<file path="config.mk">
export PLATFORM = sky130hd
export DESIGN_NAME = pwm_decoder
export DESIGN_NICKNAME = d
export VERILOG_FILES = /design/src/rtl/pwm_decoder.sv
export SDC_FILE = /design/constraint.sdc
export NUM_CORES = 1
export LEC_CHECK = 0
export CAP_MARGIN = 5
export CELL_PAD_IN_SITES_DETAIL_PLACEMENT = 0
export CELL_PAD_IN_SITES_GLOBAL_PLACEMENT = 1
export CORE_UTILIZATION = 52
export DETAILED_ROUTE_END_ITERATION = 8
export HOLD_SLACK_MARGIN = 0.1
export PLACE_DENSITY_LB_ADDON = 0.1
export SYNTH_ARGS = -nofsm -noshare
export SYNTH_HDL_FRONTEND = slang
export SYNTH_SLANG_ARGS = --single-unit
</file>
<file path="constraint.sdc">
create_clock -name clk -period 14.55 [get_ports clk]
set_clock_uncertainty 0.05 [all_clocks]
set_input_delay 3.6375 -clock clk [delete_from_list [all_inputs] [get_ports clk]]
set_output_delay 3.6375 -clock clk [all_outputs]
set_load 0.005 [all_outputs]
</file>
<file path="src/rtl/pwm_decoder.sv">
`default_nettype none
// ============================================================================
// Module   : pwm_decoder
// Brief    : Measures period/high time of an external PWM pin, quantises the
//            duty to a 3-bit speed code and flags a stuck line.
// Revision : 1.0
// ============================================================================
module pwm_decoder #(
    parameter int CNT_W   = 16,
    parameter int TIMEOUT = 65535
) (
    input  logic             clk,
    input  logic             rst_n,
    input  logic             ena,
    input  logic             pwm_in,
    output logic [CNT_W-1:0] period_cnt,
    output logic [CNT_W-1:0] high_cnt,
    output logic [2:0]       duty_code,
    output logic             valid,
    output logic             stuck,
    output logic             stuck_level
);

    localparam int               c_wide_w  = CNT_W + 3;
    localparam logic [CNT_W-1:0] c_timeout = CNT_W'(TIMEOUT);

    typedef enum logic [0:0] {
        IDLE = 1'b0,
        MEAS = 1'b1
    } state_t;

    state_t           state_q, state_d;
    logic             sync1_q, pwm_s_q, pwm_d_q;
    logic [CNT_W-1:0] run_cnt_q, run_cnt_d;
    logic [CNT_W-1:0] hi_acc_q, hi_acc_d;
    logic [CNT_W-1:0] period_q, period_d;
    logic [CNT_W-1:0] high_q, high_d;
    logic [2:0]       duty_q, duty_d;
    logic             valid_q, valid_d;
    logic             stuck_q, stuck_d;
    logic             level_q, level_d;

    logic             w_rise;
    logic [2:0]       w_duty;
    logic [c_wide_w-1:0] w_hi8;

    assign w_rise = pwm_s_q & ~pwm_d_q;
    assign w_hi8  = {hi_acc_q, 3'b000};

    // Duty = number of thresholds k/8 that the high fraction reaches; no divider.
    always_comb begin
        w_duty = 3'd0;
        for (int k = 1; k < 8; k++) begin
            if (w_hi8 >= (c_wide_w'(k) * {3'b000, run_cnt_q})) begin
                w_duty = w_duty + 3'd1;
            end
        end
    end

    always_comb begin
        state_d   = state_q;
        run_cnt_d = run_cnt_q;
        hi_acc_d  = hi_acc_q;
        period_d  = period_q;
        high_d    = high_q;
        duty_d    = duty_q;
        valid_d   = 1'b0;
        stuck_d   = stuck_q;
        level_d   = level_q;
        case (state_q)
            IDLE: begin
                run_cnt_d = '0;
                hi_acc_d  = '0;
                if (ena && w_rise) begin
                    run_cnt_d = CNT_W'(1);
                    hi_acc_d  = CNT_W'(1);
                    state_d   = MEAS;
                end
            end
            MEAS: begin
                if (!ena) begin
                    run_cnt_d = '0;
                    hi_acc_d  = '0;
                    state_d   = IDLE;
                end else if (w_rise) begin
                    // A rise on the timeout cycle still counts as a measurement.
                    period_d  = run_cnt_q;
                    high_d    = hi_acc_q;
                    duty_d    = w_duty;
                    valid_d   = 1'b1;
                    stuck_d   = 1'b0;
                    run_cnt_d = CNT_W'(1);
                    hi_acc_d  = CNT_W'(1);
                end else if (run_cnt_q == c_timeout) begin
                    stuck_d   = 1'b1;
                    level_d   = pwm_s_q;
                    duty_d    = pwm_s_q ? 3'd7 : 3'd0;
                    period_d  = '0;
                    high_d    = '0;
                    run_cnt_d = '0;
                    hi_acc_d  = '0;
                    state_d   = IDLE;
                end else begin
                    run_cnt_d = run_cnt_q + CNT_W'(1);
                    hi_acc_d  = hi_acc_q + {{(CNT_W-1){1'b0}}, pwm_s_q};
                end
            end
            default: state_d = IDLE;
        endcase
    end

    always_ff @(posedge clk or negedge rst_n) begin
        if (!rst_n) begin
            sync1_q   <= 1'b0;
            pwm_s_q   <= 1'b0;
            pwm_d_q   <= 1'b0;
            state_q   <= IDLE;
            run_cnt_q <= '0;
            hi_acc_q  <= '0;
            period_q  <= '0;
            high_q    <= '0;
            duty_q    <= 3'd0;
            valid_q   <= 1'b0;
            stuck_q   <= 1'b0;
            level_q   <= 1'b0;
        end else begin
            sync1_q   <= pwm_in;
            pwm_s_q   <= sync1_q;
            pwm_d_q   <= pwm_s_q;
            state_q   <= state_d;
            run_cnt_q <= run_cnt_d;
            hi_acc_q  <= hi_acc_d;
            period_q  <= period_d;
            high_q    <= high_d;
            duty_q    <= duty_d;
            valid_q   <= valid_d;
            stuck_q   <= stuck_d;
            level_q   <= level_d;
        end
    end

    assign period_cnt  = period_q;
    assign high_cnt    = high_q;
    assign duty_code   = duty_q;
    assign valid       = valid_q;
    assign stuck       = stuck_q;
    assign stuck_level = level_q;

endmodule
`default_nettype wire
</file>
==> results by group <==
CTS
  • Insertion delay to the later sink of the worst-skew pair: 0.35 ns
  • H-tree levels: 3
  • Setup bufs post-CTS: 0
  • TritonCTS clock tree: yes
  • Post-CTS sizing: 0
  • Clock Pin Slew Worst Setup and Hold Paths: 0.07 ns
  • Clk sinks: between 70 and 80
  • Clk root buf: clkbuf_16
  • CTS Buf Count: 9
  • Clk buf depth: 2
  • Hold buffers post-CTS: 0

Drt
  • Iteration-0 DRC Markers: 283
  • Routed WL: 20900 um
  • Via count: 6500
  • WL per Instance: 19.5 um
  • Mean number of vias per cell: 6.06
  • DRC viols: 6
  • Drt first pass iters: 6
  • Antenna-violating nets left: 0

Floorplan
  • Core area: 14700 um^2
  • Die area: 15700 um^2
  • Die X: 125 um
  • Row cnt: between 40 and 50
  • IO Pins: 42
  • DIE HEIGHT: between 100 and 150 um
  • Initial Utilization: between 50% and 60%

Logic synthesis
  • Syn Inst Count: between 800 and 900
  • Asr flop ratio synth: 100%
  • Post-Syn Nets: 1035
  • Yosys cell types: 68
  • Syn_area_per_cell: 9.42 um^2
  • Synth Flop Type: dfrtp_1
  • Synth warn: 0
  • Seq cells post-synth: 74
  • Register area share after synthesis: 23.4%
  • Mapped Area: 7930 um^2
  • Number of synthesized flops with an enable pin: 0

Min path
  • Worst Hold Class: flop to flop
  • Beginning of the worst hold path: sync1_q$_DFF_PN0_
  • WHS Endpoint: pwm_s_q$_DFF_PN0_
  • Hold depth: 0

Place
  • Worst slack, placed: 7.36 ns
  • Port bufs: a little over 40
  • Hpwl dp: 16000 um
  • GP Congestion: 0.894

GRT
  • Total GRT Usage: 28.0%
  • Vias in the first global route: roughly 6.8k
  • Largest net degree at the start of global routing: between 70 and 80
  • Antenna violations before repair: 0
  • Total grt overflow: 0
  • Global-route wire length before repair: 34500 um

Critical path
  • Most frequent CP cell: ha_1
  • Crit. End Element: flop
  • CP max-delay cell: dfrtp_1
  • CP max stage delay: 0.65 ns
  • Worst-path maximum fanout: 12
  • CP Class: flop to flop
  • Data required, critical path: 14.70 ns
  • R2R Setup Slk: 7.32 ns
  • Worst r2r dst: duty_code[2]$_DFFE_PN0P_
  • R2R depth: 32
  • R2r startpoint: run_cnt_q[0]$_DFF_PN0_
  • Startpoint types: flop
  • Crit path DAT: between 7 and 8 ns

Cells and area
  • Total Nets Final: between 1k and 1.5k
  • Reg area: 1850 um^2
  • Area of the multi-input gates: 5830 um^2
  • Fillers: ~1.3k
  • N_diodes: 0
  • Area Overhead vs Synth: 11.8%
  • Layout cells sized above 1: approximately 4.7%

Status
  • Outcome: finished with violations
  • Failing checks: DRC

Timing
  • Max Slew Vio Count: 0
  • Max-slew headroom: 33.2%
  • Post-route setup TNS: 0 ns
  • Slew @ Worst Pin: 0.997 ns
  • RSZ-0062 raised after global routing: no
  • Fin crit share: 49.7%
  • Minimum clock period after layout: 7.23 ns
  • Hold Vio Cnt, Final: 0
  • Final setup fails: 0
  • Fmax: 138 MHz
  • Min setup slack post-route: 7.32 ns

Flow run
  • Max-cap violations: 0

Power
  • Leakage: 0.00443 uW
  • Pwr/cell area: 65.1 nW/um^2
  • Max VDD drop: 52.6 uV
where the power goes:
part           internal [uW]  switching, uW
Clock                    152           99.7
Combinational           57.5           51.9
Sequential               211           5.22
Total                    420            157
per-stage QoR:
| step | cell area (um^2) | instances | hold WS, ns | total power (uW) | utilization, % |
|---|---|---|---|---|---|
| after floorplan | 7930 | 842 | 0.281 | 296 | - |
| after global placement | 8540 | 1056 | 0.295 | 325 | 58.1 |
| after detailed placement | 8540 | 1056 | 0.288 | 329 | 58.1 |
| after CTS | 8860 | 1072 | 0.312 | 582 | 60.3 |
| after global routing | 8860 | 1072 | 0.329 | 603 | 60.3 |
| final | 8860 | 1072 | 0.312 | 577 | 60.3 |
layout make-up:
cell class	instances	area share, %
Timing Repair Buffer	43	4.77
Inverter	54	2.31
Multi-Input combinational cell	701	65.7
Clock inverter	7	1.14
Clock buffer	9	2.54
Tap cell	184	2.60
Sequential cell	74	20.9
logic make-up (layout without fill, tap and decap cells):
family	after synthesis	count (layout)	share of synthesized area (%)
AOI/OAI and AO/OA	220	220	19.4
DFF	74	74	23.4
buffers and inverters	67	113	3.20
and+or+nand+nor	215	215	13.5
adders and majority gates	190	190	31.7
muxes	4	4	0.631
xor gates and xnor gates	72	72	8.22
sequential cells by signal (all words and copies together) (netlist names):
name         flops
hi_acc_q        16
high_cnt        16
period_cnt      16
run_cnt_q       16
duty_code        3
pwm_d_q          1
pwm_s_q          1
state_q          1
stuck            1
stuck_level      1
sync1_q          1
valid            1
worst max-delay path: cells and delay by family, from the launching register on:
kind	cells	cell delay, ns
compound gates	12	1.65
xor+xnor	4	0.83
flops	1	0.65
mux	2	0.56
fa+ha+maj	7	2.10
simple gates	7	1.20
synth_stat cells (3+ instances only):
cell type,instances,area [um^2]
nor2b_1,5,31.3
nand3_1,28,140
clkbuf_1,13,48.8
o21ai_0,8,40.0
or4_1,3,22.5
or2_2,4,25.0
nor2_1,68,255
xnor2_1,47,412
o2111ai_1,4,35.0
or3_1,3,18.8
ha_1,171,2140
o21bai_1,9,67.6
and3_1,13,81.3
nand2_1,38,143
fa_1,18,360
a21o_1,32,240
xor2_1,23,201
and4_1,4,35.0
a211oi_1,6,45.0
o21a_1,10,75.1
o21ai_1,22,110
a21oi_1,58,290
inv_1,50,188
o2bb2ai_1,3,26.3
nand4_1,11,68.8
a31oi_1,9,56.3
dfrtp_1,74,1850
nand2b_1,9,56.3
a22o_1,32,280
nor3_1,12,60.1
o31ai_1,4,30.0
nor4_1,4,25.0
routing by layer:
| metal | wire length [um] | vias to the layer above | GRT usage [%] |
|---|---|---|---|
| li1 | - | 3175 | - |
| met4 | 323 | 0 | 7.75 |
| met3 | 635 | 22 | 4.66 |
| met1 | 9570 | 3204 | 34.0 |
| met2 | 10400 | 99 | 50.6 |
| met5 | 0 | - | 0 |
worst max-delay path by stage:
stage / start / end / cells past startpoint
2_1_floorplan: run_cnt_q[1]$_DFF_PN0_ / duty_code[2]$_DFFE_PN0P_ / 32
6_report: run_cnt_q[0]$_DFF_PN0_ / duty_code[2]$_DFFE_PN0P_ / 32
3_5_place_dp: run_cnt_q[0]$_DFF_PN0_ / duty_code[2]$_DFFE_PN0P_ / 32
5_1_grt: run_cnt_q[0]$_DFF_PN0_ / duty_code[2]$_DFFE_PN0P_ / 32
3_3_place_gp: run_cnt_q[0]$_DFF_PN0_ / duty_code[2]$_DFFE_PN0P_ / 32
4_1_cts: run_cnt_q[0]$_DFF_PN0_ / duty_code[2]$_DFFE_PN0P_ / 32
layout by cell type (no fill, tap or decap), types with 5 or more instances in the layout:
cell,synthesis,routed
a211oi_1,6,6
a21o_1,32,32
a21oi_1,58,58
a22o_1,32,32
a31oi_1,9,9
and3_1,13,13
clkbuf_16,0,9
clkdlybuf4s50_1,0,40
dfrtp_1,74,74
fa_1,18,18
ha_1,171,171
inv_1,50,50
nand2_1,38,38
nand2b_1,9,9
nand3_1,28,28
nand4_1,11,11
nor2_1,68,68
nor2b_1,5,5
nor3_1,12,11
o21a_1,10,10
o21ai_0,8,8
o21ai_1,22,22
o21bai_1,9,9
xnor2_1,47,47
xor2_1,23,23
Power figures use the tool's default switching activity.
